<file path="config.mk">
export PLATFORM = sky130hd
export DESIGN_NAME = dmem_atomic_responder
export DESIGN_NICKNAME = d
export VERILOG_FILES = /design/src/rtl/cpu_types_pkg.sv /design/src/rtl/diaosi_types_pkg.sv /design/src/rtl/llsc_link_reg.sv /design/src/rtl/dmem_atomic_responder.sv
export SDC_FILE = /design/constraint.sdc
export NUM_CORES = 1
export LEC_CHECK = 0
export ABC_AREA = 1
export BUFFER_PORTS_ARGS = -buffer_cell sky130_fd_sc_hd__buf_2
export CAP_MARGIN = 40
export CORE_ASPECT_RATIO = 1.2
export CORE_MARGIN = 10
export CORE_UTILIZATION = 50
export CTS_BUF_LIST = sky130_fd_sc_hd__clkbuf_16
export CTS_CLUSTER_DIAMETER = 40
export CTS_CLUSTER_SIZE = 16
export DETAILED_ROUTE_END_ITERATION = 6
export PLACE_DENSITY = 0.84
export SLEW_MARGIN = 20
export SYNTH_ARGS = -nofsm -noshare
export SYNTH_HDL_FRONTEND = slang
export SYNTH_SLANG_ARGS = --single-unit
</file>
<file path="constraint.sdc">
create_clock -name CLK -period 3.4 [get_ports CLK]
set_clock_uncertainty 0.05 [all_clocks]
set_input_delay 0.34 -clock CLK [delete_from_list [all_inputs] [get_ports CLK]]
set_output_delay 0.34 -clock CLK [all_outputs]
set_load 0.005 [all_outputs]
</file>
<file path="src/rtl/cpu_types_pkg.sv">
// cpu_types_pkg
//    Types shared by the CPU memory-side blocks.
//    word_t     : 32-bit data/address word
//    ramstate_t : RAM handshake state returned by the memory model/controller
package cpu_types_pkg;

   typedef logic [31:0] word_t;

   typedef enum logic [1:0] {
      FREE   = 2'd0,
      BUSY   = 2'd1,
      ACCESS = 2'd2,
      ERROR  = 2'd3
   } ramstate_t;

endpackage

</file>
<file path="src/rtl/diaosi_types_pkg.sv">
// diaosi_types_pkg
//    Types and constants for the atomic-capable data memory responder.
//    dstate_t   : responder FSM state
//    ERR_LOAD   : load value returned when an access errors or times out
//    word_align : clears the byte-offset bits of an address
package diaosi_types_pkg;

   typedef enum logic [2:0] {
      IDLE   = 3'd0,
      READ   = 3'd1,
      WRITE  = 3'd2,
      SCFAIL = 3'd3,
      DONE   = 3'd4
   } dstate_t;

   localparam cpu_types_pkg::word_t ERR_LOAD = 32'hBAD1_BAD1;

   function automatic cpu_types_pkg::word_t word_align(input cpu_types_pkg::word_t a);
      return a & 32'hFFFF_FFFC;
   endfunction

endpackage

</file>
<file path="src/rtl/llsc_link_reg.sv">
// llsc_link_reg
//    LL/SC reservation register {link_valid, link_addr}.
//    Ports:
//       CLK, RST    : clock, synchronous active-high reset
//       set         : LL completed; reserve set_addr (word aligned)
//       set_addr    : address to reserve
//       clear       : unconditional kill (successful SC)
//       wr_hit      : a write completed at wr_addr; kills on address match
//       wr_addr     : completed write address (word aligned)
//       snoop       : external invalidate
//       snoop_addr  : invalidate address (byte address, compared per word)
//       query_addr  : word-aligned SC address being checked this cycle
//       match       : reservation valid, equal to query_addr, and not being
//                     snooped away this very cycle
module llsc_link_reg
   import cpu_types_pkg::*, diaosi_types_pkg::*;
(
   input  logic  CLK,
   input  logic  RST,
   input  logic  set,
   input  word_t set_addr,
   input  logic  clear,
   input  logic  wr_hit,
   input  word_t wr_addr,
   input  logic  snoop,
   input  word_t snoop_addr,
   input  word_t query_addr,
   output logic  match
);

   logic  link_valid;
   word_t link_addr;
   logic  snoop_kill;
   logic  snoop_on_set;

   assign snoop_kill   = snoop && (word_align(snoop_addr) == link_addr);
   assign snoop_on_set = snoop && (word_align(snoop_addr) == set_addr);

   // A snoop landing in the SC acceptance cycle must already fail the check.
   assign match = link_valid && (link_addr == query_addr) && !snoop_kill;

   always_ff @(posedge CLK) begin
      if (RST) begin
         link_valid <= 1'b0;
         link_addr  <= '0;
      end else if (set) begin
         // A snoop to the address being reserved in the same cycle wins.
         link_addr  <= set_addr;
         link_valid <= !snoop_on_set;
      end else if (clear || snoop_kill || (wr_hit && (wr_addr == link_addr))) begin
         link_valid <= 1'b0;
      end
   end

endmodule

</file>
<file path="src/rtl/dmem_atomic_responder.sv">
// dmem_atomic_responder
//    Data-memory responder with LL/SC support. Accepts one load/store from
//    the CPU side, runs it against the RAM handshake, and returns a one-cycle
//    dhit with load data (or the SC result: 1 pass, 0 fail).
//    Ports:
//       CLK, RST            : clock, synchronous active-high reset
//       dmemREN, dmemWEN    : CPU load / store request (store has priority)
//       datomic             : request is LL (with REN) or SC (with WEN)
//       dmemaddr, dmemstore : CPU address and store data
//       dhit                : one-cycle completion pulse
//       dmemload            : load data / SC result / ERR_LOAD on error
//       ramREN, ramWEN      : RAM read/write strobes (Moore)
//       ramaddr, ramstore   : latched word-aligned address and store data
//       ramload, ramstate   : RAM read data and handshake state
//       snoop_inv/addr      : external reservation invalidate
//       err                 : sticky error flag (RAM ERROR or timeout)
module dmem_atomic_responder
   import cpu_types_pkg::*, diaosi_types_pkg::*;
#(
   parameter int unsigned TIMEOUT = 16
)
(
   input  logic      CLK,
   input  logic      RST,
   input  logic      dmemREN,
   input  logic      dmemWEN,
   input  logic      datomic,
   input  word_t     dmemaddr,
   input  word_t     dmemstore,
   output logic      dhit,
   output word_t     dmemload,
   output logic      ramREN,
   output logic      ramWEN,
   output word_t     ramaddr,
   output word_t     ramstore,
   input  word_t     ramload,
   input  ramstate_t ramstate,
   input  logic      snoop_inv,
   input  word_t     snoop_addr,
   output logic      err
);

   localparam int unsigned CW = (TIMEOUT > 1) ? $clog2(TIMEOUT) : 1;
   localparam logic [CW-1:0] CNT_LAST = CW'(TIMEOUT - 1);

   dstate_t       state, next_state;
   logic          atomic_q;
   logic [CW-1:0] count;
   word_t         req_addr;

   logic  accept;
   logic  sc_ok;
   logic  ll_set;
   logic  sc_clear;
   logic  wr_hit;
   logic  load_en;
   word_t load_val;
   logic  err_set;
   logic  wait_expired;

   assign req_addr     = word_align(dmemaddr);
   assign wait_expired = (ramstate == ERROR) || (count == CNT_LAST);

   assign ramREN = (state == READ);
   assign ramWEN = (state == WRITE);
   assign dhit   = (state == DONE);

   llsc_link_reg u_link (
      .CLK        (CLK),
      .RST        (RST),
      .set        (ll_set),
      .set_addr   (ramaddr),
      .clear      (sc_clear),
      .wr_hit     (wr_hit),
      .wr_addr    (ramaddr),
      .snoop      (snoop_inv),
      .snoop_addr (snoop_addr),
      .query_addr (req_addr),
      .match      (sc_ok)
   );

   always_ff @(posedge CLK) begin
      if (RST) begin
         state <= IDLE;
      end else begin
         state <= next_state;
      end
   end

   always_comb begin
      next_state = state;
      accept     = 1'b0;
      ll_set     = 1'b0;
      sc_clear   = 1'b0;
      wr_hit     = 1'b0;
      load_en    = 1'b0;
      load_val   = '0;
      err_set    = 1'b0;
      case (state)
         IDLE: begin
            if (dmemWEN) begin
               accept     = 1'b1;
               next_state = (datomic && !sc_ok) ? SCFAIL : WRITE;
            end else if (dmemREN) begin
               accept     = 1'b1;
               next_state = READ;
            end
         end
         READ: begin
            if (ramstate == ACCESS) begin
               next_state = DONE;
               load_en    = 1'b1;
               load_val   = ramload;
               ll_set     = atomic_q;
            end else if (wait_expired) begin
               next_state = DONE;
               load_en    = 1'b1;
               load_val   = ERR_LOAD;
               err_set    = 1'b1;
            end
         end
         WRITE: begin
            if (ramstate == ACCESS) begin
               next_state = DONE;
               wr_hit     = 1'b1;
               sc_clear   = atomic_q;
               load_en    = atomic_q;
               load_val   = 32'd1;
            end else if (wait_expired) begin
               // A passed SC gives up its reservation even if the write fails.
               next_state = DONE;
               sc_clear   = atomic_q;
               load_en    = 1'b1;
               load_val   = ERR_LOAD;
               err_set    = 1'b1;
            end
         end
         SCFAIL: begin
            next_state = DONE;
            load_en    = 1'b1;
            load_val   = '0;
         end
         DONE: begin
            next_state = IDLE;
         end
         default: begin
            next_state = IDLE;
         end
      endcase
   end

   always_ff @(posedge CLK) begin
      if (RST) begin
         ramaddr  <= '0;
         ramstore <= '0;
         atomic_q <= 1'b0;
         count    <= '0;
         dmemload <= '0;
         err      <= 1'b0;
      end else begin
         if (accept) begin
            ramaddr  <= req_addr;
            ramstore <= dmemstore;
            atomic_q <= datomic;
            count    <= '0;
         end else if ((state == READ) || (state == WRITE)) begin
            count <= count + 1'b1;
         end
         if (load_en) begin
            dmemload <= load_val;
         end
         if (err_set) begin
            err <= 1'b1;
         end
      end
   end

endmodule

</file>
Yosys cells after proc, flatten, opt, wreduce, memory -nomap -nowiden

Index checks and enable logic that the tools add are counted.

Register bits: 134
Input port bits: 136
Logic and storage cells: 69
Output and inout bits: 100

Reduce and logical (&&, ||, !) cells: 18
Eq/ne operators: 13
$add $sub $neg: 1
Multiplexer cells: 28

Operator list:

| operator              | number |
|---|---|
| $eq A30 B30 Y1        | 4 |
| $mux W32              | 3 |
| $pmux W32 S2          | 1 |
| $mux W1               | 18 |
| $mux W3               | 4 |
| $pmux W3 S3           | 1 |
| $eq A3 B2 Y1 const B  | 2 |
| $logic_and A1 B1 Y1   | 6 |
| $add A4 B1 Y4 const B | 1 |
| $eq A2 B2 Y1 const B  | 2 |
| $eq A4 B4 Y1 const B  | 1 |
| $logic_or A1 B1 Y1    | 4 |
| $reduce_or A2 Y1      | 2 |
| $eq A3 B1 Y1 const B  | 1 |
| $eq A3 B3 Y1 const B  | 1 |
| $logic_not A1 Y1      | 3 |
| $logic_not A3 Y1      | 1 |
| $ne A3 B1 Y1 const B  | 1 |
| $ne A3 B3 Y1 const B  | 1 |
| $pmux W1 S3           | 1 |
| $reduce_and A2 Y1     | 1 |
| $reduce_bool A2 Y1    | 1 |

Depth between registers and ports, before layout

Gate-level depths: netlist (run 1).

Depth in word-level cells: 9
Gate-level depth with buffers: 14

Cells and area by module

From an unflattened synthesis (run 1), not the netlist that was laid out.

Cell total of the unflattened synthesis: 1,135
Area, all modules: 7,352.1 um^2

Modules (own cells, without submodules):

| module                | sequential area each (um^2) | area each (um^2) | cells an instance | instances |
|---|---|---|---|---|
| dmem_atomic_responder | 2,062.0                     | 4,352.9          | 609               | 1 |
| llsc_link_reg         | 660.6                       | 2,999.1          | 526               | 1 |

Least setup slack after synthesis (run 1)

No wires, ideal clock.

Kind: register -> register
Start: register count[0]
End: register dmemload[15]
Path slack: 1,857 ps
Clock period less this slack: 1,543 ps
Stages on the path, launching flop included: 8
Data arrival time: 1,377 ps
Data required time: 3,234 ps
Cells stage by stage: dfxtp_1 ha_1 nand3_1 nand2_2 o21ai_0 nand2_2 buf_2 o211a_1

Word-level cells in the longest chain between the ends: 5

RTL lines:

| element                                            | line                                                       | text |
|---|---|---|
| from (decl)                                        | dmem_atomic_responder.sv:48                                | `logic [CW-1:0] count;` |
| from (signal assigned)                             | dmem_atomic_responder.sv:167                               | `count <= count + 1'b1;` |
| $eq A4 B4 Y1 *                                     | dmem_atomic_responder.sv:62                                | `assign wait_expired = (ramstate == ERROR) \|\| (count == CNT_LAST);` |
| $logic_or A1 B1 Y1 *                               | dmem_atomic_responder.sv:62                                |  |
| $mux W1 / $mux W32 (equally long branches)         | dmem_atomic_responder.sv:115, dmem_atomic_responder.sv:129 |  |
| $mux W1, or another cell as far along              | dmem_atomic_responder.sv:123                               | `if (ramstate == ACCESS) begin` |
| $pmux W1 S3 / $pmux W32 S2 (equally long branches) | dmem_atomic_responder.sv:99                                | `case (state)` |
| to (signal assigned)                               | dmem_atomic_responder.sv:170                               | `dmemload <= load_val;` |
| to (decl)                                          | dmem_atomic_responder.sv:31                                | `output word_t dmemload,` |

Mark *: on every way between the ends. The rest lies on a longest branch, timed or not.
A chain may end at the register's enable or synchronous reset.

Worst setup path in the final report (run 1)

Start: register count[0]
End: register dmemload[18]

Word-level cells in the longest chain between the ends: 5

RTL lines:

| element                           | line |
|---|---|
| $eq A4 B4 Y1 *                    | dmem_atomic_responder.sv:62 |
| $logic_or A1 B1 Y1 *              | dmem_atomic_responder.sv:62 |
| $mux W1 *                         | dmem_atomic_responder.sv:115, dmem_atomic_responder.sv:129 |
| $mux W1, on equally long branches | dmem_atomic_responder.sv:123, dmem_atomic_responder.sv:110 |
| $pmux W1 S3 *                     | dmem_atomic_responder.sv:99 |

Marked as above.

==> out/results.tsv, run 1 <==
stage	metric	value	unit
worst_hold_path	Hold Crit Class	in2reg	
global_routing	GRT Total Usage	25.5	%
sta	WHS	0.0818	ns
power_and_ir_drop	P per Cell Area	552	mW/mm2
cts	post-CTS resize count	0	
setup_path	Startpoint Class	flop	
sta	Worst Max-Slew Pin Slew	0.710	ns
route	vias	7613	
cts	maximum clock path buffer count	2	
die	die width	128	um
placed_design	pre-CTS setup slack	0.922	ns
die	Initial Utilization	50.6	%
layout	commonest non-fill, non-tap cells in the layout	248 x nand2_1, 229 x buf_2, 134 x dfxtp_1	
cts	CTS Hold Bufs	0	
die	Chip Height	149	um
placed_design	Placed Area	0.00812	mm2
layout	post-route cell area	0.00873	mm2
cts	Root Driver	clkbuf_16	
power_and_ir_drop	VDD IR max	0.401	mV
die	Site Rows	47	
setup_path	Max FO, Critical Path	37	
global_routing	first-pass GRT wire length	38.9	mm
route	drt drc	0	
setup_path	crit-path most repeated cell	nand2_2	
setup_path	crit path cell chain	ha_1 > nand3_1 > nand2_2 > o21ai_0 > nand2_2 > inv_2 > nand2_1 > a21oi_1	
die	I/O pins	236	
layout	area delta synth->final	25.9	%
placed_design	DP Cell Count	1400	
placed_design	Port Buffers	229	
cts	clk sinks	134	
logic_synthesis	Post-synth EDFFs	0	
setup_path	Worst Setup End Kind	flop	
setup_path	Setup CP Type	reg2reg	
sta	final setup margin	1.20	ns
sta	period utilisation layout	64.8	%
route	Antenna Nets Post-Route	0	
cts	H-tree level count	4	
cts	Clk pin slew, worst setup/hold paths	0.06	ns
placed_design	DP HPWL	19.2	mm
sta	Tmin final	2.20	ns
logic_synthesis	Post-Syn Instances	1040	
sta	Final Hold Fails	0	
layout	most common cell after layout, fill and taps aside	nand2_1	
sta	RSZ-0062 raised after global routing	no	
route	final wirelength	24.8	mm
cts	Setup Fix Bufs, Post-CTS	0	
global_routing	largest net degree at the start of global routing	79	
logic_synthesis	Cell variety after synth	40	
route	WL per Instance	17.3	um
sta	Slew HR	52.7	%
power_and_ir_drop	Tot Pwr	4.82	mW
cts	TritonCTS clock tree	done	
logic_synthesis	register bit count reported by yosys	134	
sta	post-route setup TNS	0	ns
logic_synthesis	fraction of the yosys area taken by sequential cells	38.7	%
job	Max Cap Viol	0	
setup_path	CP max stage cell	nand2_2	
global_routing	antenna violations before repair	5	
layout	NumNets Final	1385	
placed_design	gpl congestion	1.03	
logic_synthesis	Post-synth ARST share	0	%
logic_synthesis	Synth warnings	0	
die	Die ar.	0.0190	mm2
logic_synthesis	Main synth FF type	dfxtp_1	
logic_synthesis	Syn Area/Cell	6.67	um2
route	routed vias/inst	5.31	
power_and_ir_drop	LEAKAGE	4.39	nW
cts	TritonCTS buffer count	17	
setup_path	Crit path largest cell delay	0.40	ns
cts	Skew-Pair Late Insertion Delay	0.42	ns
layout	final std cells w/o fill	1435	
logic_synthesis	Post-Syn Area	0.00694	mm2
setup_path	CP Data Arrival Time	2.50	ns
route	drt pass-1 iters	6	
layout	filler instances	1286	
die	core area	0.0137	mm2
sta	max frequency	0.454	GHz
global_routing	grt ovf	0	
setup_path	worst path required time	3.70	ns
outcome	outcome	complete, no violations	
layout	fraction of final layout cells sized beyond drive strength 1	22.8	%
sta	final setup vio count	0	
global_routing	vias in the first global route	7669	
route	1st-iter DRT viols	759	
layout	final core utilization	63.7	%
sta	Max Transition Viols Final	0	
==> critical path, delay by kind of cell, from the launching register on <==
| kind | cells | cell delay (ns) |
|---|---|---|
| DFF | 1 | 0.33 |
| buffers and inverters | 1 | 0.36 |
| AOI/OAI and AO/OA | 2 | 0.43 |
| adders and majority gates | 1 | 0.23 |
| and+or+nand+nor | 4 | 0.72 |
==> where the power goes <==
group | total [mW] | internal, mW | switching [mW]
registers | 1.89 | 1.74 | 0.147
clock network | 1.90 | 1.16 | 0.742
logic | 1.04 | 0.396 | 0.641
total | 4.82 | 3.30 | 1.53
==> logic make-up after synthesis <==
family	after synthesis	share of synthesized area [%]
other	1	0.0541
DFF	134	38.7
and+or+nand+nor	434	25.4
xor gates and xnor gates	27	3.41
adders and majority gates	1	0.180
buffers and inverters	171	10.1
AOI/OAI and AO/OA	272	22.1
==> cells in the mapped netlist, types with 3 or more instances <==
master	count	share of area, %
nand2_1	248	13
dfxtp_1	134	39
nor2_1	131	7.1
o21ai_0	128	9.2
inv_1	117	6.3
a21oi_1	78	5.6
clkbuf_1	23	1.2
nand4_1	18	1.6
o211a_1	17	2.5
o21ai_1	15	1.1
o22ai_1	15	1.4
xor2_1	15	1.9
buf_2	13	0.94
nand3_1	12	0.87
xnor2_1	12	1.5
nor3_1	10	0.72
inv_2	9	0.49
a211oi_1	5	0.54
o2111ai_1	5	0.63
buf_6	4	0.65
nand2_2	4	0.36
buf_4	3	0.32
nor2_4	3	0.49
o211ai_1	3	0.32
==> worst paths after layout <==
kind | slack (ns) | from | end | cells after the start
worst min-delay path | 0.08 | dmemstore[14] | ramstore[14] | 3
worst max-delay path | 1.20 | count[0] | dmemload[18] | 8
worst max register to register | 1.20 | count[0] | dmemload[18] | 8
worst min register to register | 0.40 | count[3] | count[3] | 1
==> sequential cells by signal (all words and copies together) (netlist names) <==
register	cells
dmemload	32
ramaddr	30
count	4
state	3
err	1
u_link.link_valid	1
atomic_q	1
u_link.link_addr	30
ramstore	32
==> cell type report <==
type	count	area, um2	area share [%]
sequential	134	2680	30.7
clock buffer	17	425	4.87
timing repair buffer	232	1190	13.7
antenna	4	10.0	0.115
inverter	127	478	5.47
multi-input combinational	736	3550	40.7
tap	171	214	2.45
clock inverter	14	175	2.01
==> routing by layer <==
metal  share of wire [%]  vias to the layer above  global-route usage, %
li1                    -                     3794                      -
met2                  49                      343                   43.2
met1                  38                     3411                   27.5
met3                  10                       61                   9.50
met4                 3.4                        4                   12.0
met5                0.10                        -                      0
(Power assumes the default switching activity.)
==> inputs of run 2 (changes only) <==
CORE_UTILIZATION = 46   (was 50)
PLACE_DENSITY = 0.81   (was 0.84)
clock period = 1.9 ns   (was 3.4 ns; I/O delays follow)
==> run 2 against run 1 <==
Count of clock-buffer cells in the layout unchanged; clock power increased by 70%; power increased by 79%; global-route usage increased by 0.13 points; sequential power increased by 79%; worst hold slack got worse by 0.066 ns; critical path type unchanged; highest routed layer is now met4.
==> out/results.tsv, run 2 (synthesis gave the netlist of run 1 again) <==
stage	metric	value	unit	change
layout	NumNets Final	1466		+5.8%
die	Chip Height	155	um	+3.7%
setup_path	Setup CP Type	reg2reg		
die	Die ar.	0.0204	mm2	+7.4%
sta	WHS	0.0163	ns	-0.0655 ns
sta	Worst Max-Slew Pin Slew	0.506	ns	-0.204 ns
die	core area	0.0149	mm2	+8.7%
route	WL per Instance	17.6	um	+1.5%
layout	post-route cell area	0.00952	mm2	+9.1%
die	Initial Utilization	46.6	%	-4.1 points
route	final wirelength	27.2	mm	+9.6%
layout	filler instances	1344		+4.5%
layout	biggest regs	dmemload (32), ramstore (32)		
sta	Tmin final	1.78	ns	-0.425 ns
global_routing	largest net degree at the start of global routing	62		-22%
setup_path	r2r worst-path depth	13		+5
worst_hold_path	HP Start	dmemaddr[19]		
route	1st-iter DRT viols	692		-8.8%
worst_hold_path	Worst Hold Endpoint	ramaddr[19]		
sta	Slew HR	66.3	%	+14 points
sta	post-route setup TNS	0	ns	unchanged
die	I/O pins	236		unchanged
placed_design	pre-CTS setup slack	0.0748	ns	-0.847 ns
route	drt pass-1 iters	6		unchanged
sta	final setup vio count	0		unchanged
power_and_ir_drop	VDD IR max	0.584	mV	+45%
setup_path	worst path required time	2.16	ns	-1.54 ns
layout	commonest non-fill, non-tap cells in the layout	248 x nand2_1, 229 x buf_2, 134 x dfxtp_1		
placed_design	DP HPWL	19.9	mm	+3.8%
sta	max frequency	0.563	GHz	+24%
cts	clk sinks	134		unchanged
cts	Root Driver	clkbuf_16		
cts	TritonCTS clock tree	done		
die	Site Rows	49		+4.3%
route	routed vias/inst	5.25		-1.1%
global_routing	GRT Total Usage	25.6	%	+0.13 points
placed_design	Placed Area	0.00825	mm2	+1.5%
route	drt drc	0		unchanged
cts	H-tree level count	4		unchanged
sta	Max Transition Viols Final	0		unchanged
global_routing	vias in the first global route	8058		+5.1%
cts	Skew-Pair Late Insertion Delay	0.43	ns	about the same
setup_path	worst r2r dst	state[0]		
setup_path	CP max stage cell	dfxtp_1		
setup_path	Max FO, Critical Path	5		-86%
placed_design	Port Buffers	229		unchanged
global_routing	grt ovf	0		unchanged
global_routing	antenna violations before repair	3		-2
sta	period utilisation layout	93.5	%	+29 points
setup_path	crit-path most repeated cell	nand2_1		
power_and_ir_drop	P per Cell Area	908	mW/mm2	+64%
placed_design	gpl congestion	1.00		-2.3%
setup_path	crit path cell chain	inv_1 > nand2_1 > o21ai_0 > nor2_1 > nand2_1 > nor2_1 > nand2_1 > nor2_1 > nand2_1 > nand2_1 > nand2_1 > nand2_1 > a21oi_1		
cts	TritonCTS buffer count	17		unchanged
layout	area delta synth->final	37.3	%	
setup_path	reg2reg start	u_link.link_addr[15]		
setup_path	CP Data Arrival Time	2.04	ns	-0.46 ns
worst_hold_path	Hold Crit Class	in2reg		
sta	Final Hold Fails	0		unchanged
setup_path	Worst Setup End Kind	flop		
worst_hold_path	Hold Path Stages	3		unchanged
power_and_ir_drop	LEAKAGE	4.72	nW	+7.6%
setup_path	R2R setup slack	0.12	ns	-1.08 ns
global_routing	first-pass GRT wire length	42.2	mm	+8.6%
layout	fraction of final layout cells sized beyond drive strength 1	22.6	%	-0.20 points
route	Antenna Nets Post-Route	0		unchanged
job	Max Cap Viol	0		unchanged
cts	maximum clock path buffer count	2		unchanged
die	die width	132	um	+3.6%
setup_path	Startpoint Class	flop		
cts	Clk pin slew, worst setup/hold paths	0.07	ns	about the same
route	vias	8128		+6.8%
outcome	outcome	complete, no violations		
setup_path	Crit path largest cell delay	0.40	ns	about the same
layout	most common cell after layout, fill and taps aside	nand2_1		
sta	final setup margin	0.123	ns	-1.08 ns
run 2: cell types whose count changed in the layout (fill, tap and decap cells not counted), sizes merged:
cell,change
inv,+3
dlygate4sd3,+67
clkinvlp,+2
diode,-1
bufinv,-2
clkinv,-2
buf,+14
run 2: through the flow:
stage	instances	utilization, %	power, mW
2_1_floorplan	1041	-	4.45
3_3_place_gp	1444	55.4	5.26
3_5_place_dp	1444	55.4	5.31
4_1_cts	1543	63.7	8.63
5_1_grt	1548	63.9	9.06
6_report	1549	63.9	8.65
run 2: timing repair:
| action | 4_1_cts | 5_1_grt |
|---|---|---|
| hold buffers | 67 | 0 |
| buffers inserted | 0 | 3 |
| resized for setup | 0 | 4 |
| endpoints found under the setup margin | 0 | 28 |
| endpoints found under the hold margin | 67 | 0 |
run 2: critical path: cells and delay by family (launching register included):
kind | cells | cell delay [ns]
AND/OR/NAND/NOR | 10 | 0.98
flip-flops | 1 | 0.40
AO/OA/AOI/OAI | 2 | 0.14
buffers and inverters | 1 | 0.10
run 2: power by group:
group	internal (mW)	switching, mW
registers	3.11	0.269
logic	0.829	1.21
clock network	1.83	1.40
total	5.77	2.87
run 2: layout make-up:
| cell class | instances | area [um2] | share of cell area (%) |
|---|---|---|---|
| timing repair buffer | 313 | 1970 | 20.7 |
| inverter | 127 | 480 | 5.04 |
| sequential | 134 | 2680 | 28.2 |
| multi-input combinational | 736 | 3560 | 37.3 |
| clock inverter | 15 | 143 | 1.50 |
| antenna | 3 | 7.51 | 0.0788 |
| clock buffer | 17 | 425 | 4.47 |
| tap | 204 | 255 | 2.68 |
run 2: worst max path at each step:
| stage | startpoint | endpoint | slack, ns | depth (start not counted) |
|---|---|---|---|---|
| after floorplan | count[0] | dmemload[15] | 0.36 | 7 |
| after global placement | count[0] | dmemload[16] | 0.15 | 7 |
| after detailed placement | count[0] | dmemload[11] | 0.07 | 8 |
| after CTS | count[0] | dmemload[11] | 0.06 | 8 |
| after global routing | count[0] | dmemload[17] | -0.009 | 8 |
| final | u_link.link_addr[15] | state[0] | 0.12 | 13 |
run 2: layer usage:
| layer | vias up | track usage, % | routed length (um) |
|---|---|---|---|
| met5 | - | 0 | 0 |
| met4 | 0 | 12.9 | 1170 |
| met3 | 82 | 8.07 | 2290 |
| met2 | 372 | 44.5 | 13300 |
| met1 | 3708 | 27.5 | 10400 |
| li1 | 3966 | - | - |
==> inputs of run 3 (changes only) <==
MAX_ROUTING_LAYER = met4   (was default)
SKIP_CTS_REPAIR_TIMING = 1   (was default)
==> run 3 against run 2 <==
The flow now finishes with violations (hold timing); non-clock buffer count fell by 15; cell count is 0.84% lower; utilization decreased by 0.51 points; power grew 3.5%; count of clock-buffer cells in the layout did not move; first-iteration DRC count decreased by 1.2%; via count fell by 1.3%; highest routed layer unchanged.
==> out/results.tsv, run 3 (synthesis gave the netlist of run 1 again) <==
stage	metric	value	unit	change
global_routing	GRT Total Usage	24.8	%	-0.84 points
cts	H-tree level count	4		unchanged
setup_path	worst path required time	2.16	ns	about the same
sta	final setup vio count	0		unchanged
layout	final core utilization	63.4	%	-0.51 points
route	drt drc	0		unchanged
sta	max frequency	0.544	GHz	-3.3%
worst_hold_path	Worst Hold Endpoint	ramaddr[8]		
layout	most common cell after layout, fill and taps aside	nand2_1		
cts	TritonCTS clock tree	done		
power_and_ir_drop	P per Cell Area	947	mW/mm2	+4.4%
power_and_ir_drop	Reg power frac	37.8	%	-1.3 points
cts	TritonCTS buffer count	17		unchanged
power_and_ir_drop	LEAKAGE	4.70	nW	-0.45%
power_and_ir_drop	internal power	6.13	mW	+6.3%
route	Antenna Nets Post-Route	0		unchanged
setup_path	WP buf/inv	1		unchanged
setup_path	Startpoint Class	flop		
job	Max Cap Viol	0		unchanged
die	core area	0.0149	mm2	unchanged
setup_path	R2R setup slack	0.06	ns	-0.06 ns
global_routing	grt ovf	0		unchanged
die	I/O pins	236		unchanged
global_routing	met3 usage	6.22	%	-1.8 points
layout	post-route cell area	0.00945	mm2	-0.80%
outcome	violated checks	hold timing		
cts	clk sinks	134		unchanged
global_routing	first-pass GRT wire length	39.4	mm	-6.8%
global_routing	antenna violations before repair	6		+3
worst_hold_path	Hold Path Stages	3		unchanged
cts	Clk pin slew, worst setup/hold paths	0.06	ns	about the same
power_and_ir_drop	switching share of power	31.4	%	-1.8 points
placed_design	DP HPWL	20.0	mm	+0.69%
route	WL per Instance	17.9	um	+1.6%
worst_hold_path	Hold Crit Class	in2reg		
setup_path	Crit. Startpoint	count[0]		
setup_path	CP max stage cell	dfxtp_1		
route	routed vias/inst	5.22		-0.51%
layout	area delta synth->final	36.2	%	
power_and_ir_drop	VDD IR max	0.597	mV	+2.2%
power_and_ir_drop	combinational cell fraction of total power	22.7	%	-0.9 points
placed_design	gpl congestion	1.02		+1.4%
route	final wirelength	27.4	mm	+0.73%
layout	NumNets Final	1451		-1.0%
power_and_ir_drop	proportion of power drawn by the clock network	39.5	%	+2.2 points
sta	Max Transition Viols Final	0		unchanged
setup_path	Worst Setup End Kind	flop		
global_routing	GR peak layer	met2		
setup_path	Crit path largest cell delay	0.33	ns	-0.07 ns
global_routing	met2 Use GR	42.3	%	-2.2 points
power_and_ir_drop	switching pwr	2.81	mW	-2.1%
sta	period utilisation layout	96.7	%	+3.2 points
sta	Tmin final	1.84	ns	+0.0601 ns
global_routing	vias in the first global route	7454		-7.5%
setup_path	Setup CP Type	reg2reg		
cts	maximum clock path buffer count	2		unchanged
layout	filler instances	1356		+0.89%
die	die width	132	um	unchanged
sta	WHS	-0.0308	ns	-0.0470 ns
setup_path	CP delay by family, top	compound AO/OA/AOI/OAI gates		
global_routing	largest net degree at the start of global routing	53		-15%
die	Chip Height	155	um	unchanged
die	Initial Utilization	46.6	%	unchanged
route	vias	8019		-1.3%
layout	fraction of final layout cells sized beyond drive strength 1	22.8	%	+0.20 points
setup_path	r2r worst-path depth	7		-6
sta	Final Hold Fails	13		+13
die	Site Rows	49		unchanged
route	1st-iter DRT viols	684		-1.2%
die	Die ar.	0.0204	mm2	unchanged
setup_path	CP Data Arrival Time	2.10	ns	+0.06 ns
placed_design	Placed Area	0.00827	mm2	+0.24%
worst_hold_path	HP Start	dmemaddr[8]		
layout	biggest regs	dmemload (32), ramstore (32)		
cts	Skew-Pair Late Insertion Delay	0.43	ns	about the same
outcome	outcome	complete, but fails checks		
placed_design	Port Buffers	229		unchanged
cts	Root Driver	clkbuf_16		
setup_path	crit-path most repeated cell	nand2_2		
global_routing	GR Layer Usage met1	27.2	%	-0.30 points
setup_path	reg2reg start	count[0]		
setup_path	crit path cell chain	ha_1 > nand3_1 > nand2_2 > o21ai_0 > nand2_2 > buf_6 > o211a_1		
setup_path	Max FO, Critical Path	24		+19
route	drt pass-1 iters	6		unchanged
layout	commonest non-fill, non-tap cells in the layout	248 x nand2_1, 229 x buf_2, 134 x dfxtp_1		
setup_path	worst r2r dst	dmemload[25]		
==> run 3: changes by cell type in the layout (fill, tap and decap cells not counted), moves of 2 or more <==
| cell | before | now |
|---|---|---|
| bufinv_16 | 1 | 4 |
| clkinvlp_4 | 3 | 1 |
| diode_2 | 3 | 6 |
| dlygate4sd3_1 | 67 | 50 |
| inv_6 | 6 | 3 |
==> run 3: worst max path at each step <==
stage               depth (start not counted)            to  slack (ns)
floorplan                                   7  dmemload[15]        0.36
global placement                            7   dmemload[7]        0.13
detailed placement                          8  dmemload[11]        0.09
CTS                                         8   dmemload[9]        0.06
global route                                8  dmemload[18]       -0.02
finish                                      7  dmemload[25]        0.06
==> run 3: per-stage QoR <==
step                      setup WS [ns]  power (mW)  setup TNS [ns]  hold slack (ns)  std cells
after global placement            0.135        5.28               0            0.360       1445
after global routing            -0.0167        9.35         -0.0696         -0.00224       1536
after CTS                        0.0556        8.84               0          -0.0744       1476
after detailed placement         0.0898        5.31               0            0.367       1445
final                            0.0631        8.95               0          -0.0308       1536
after floorplan                   0.357        4.45               0            0.219       1041
==> run 3: per-layer routing <==
layer / share of wire, % / vias to the layer above / routed length [um]
li1: - / 3935 / -
met2: 50 / 356 / 13700
met1: 39 / 3662 / 10800
met5: 0 / - / 0
met4: 3.4 / 0 / 936
met3: 7.2 / 66 / 1970
==> run 3: worst reg2reg max path: cells and delay by family (launching register included) <==
| kind | cells | cell delay [ns] |
|---|---|---|
| simple gates | 3 | 0.42 |
| flops | 1 | 0.33 |
| fa+ha+maj | 1 | 0.23 |
| buf+inv | 1 | 0.23 |
| compound gates | 2 | 0.47 |
==> run 3: final cells by class <==
cell class                 instances  area [um2]  area share, %
antenna                            6        15.0          0.159
clock buffer                      17         425           4.50
clock inverter                    14         199           2.11
multi-input combinational        736        3560           37.7
inverter                         127         480           5.09
timing repair buffer             298        1830           19.4
sequential                       134        2680           28.4
tap                              204         255           2.70
==> run 3: power groups by stage <==
| stage | sequential, mW | combinational (mW) | clock [mW] |
|---|---|---|---|
| 6_report | 3.38 | 2.03 | 3.54 |
| 3_3_place_gp | 3.42 | 1.86 | 0 |
| 5_1_grt | 3.42 | 2.24 | 3.68 |
| 4_1_cts | 3.37 | 1.90 | 3.57 |
| 3_5_place_dp | 3.42 | 1.89 | 0 |
| 2_1_floorplan | 3.41 | 1.04 | 0 |
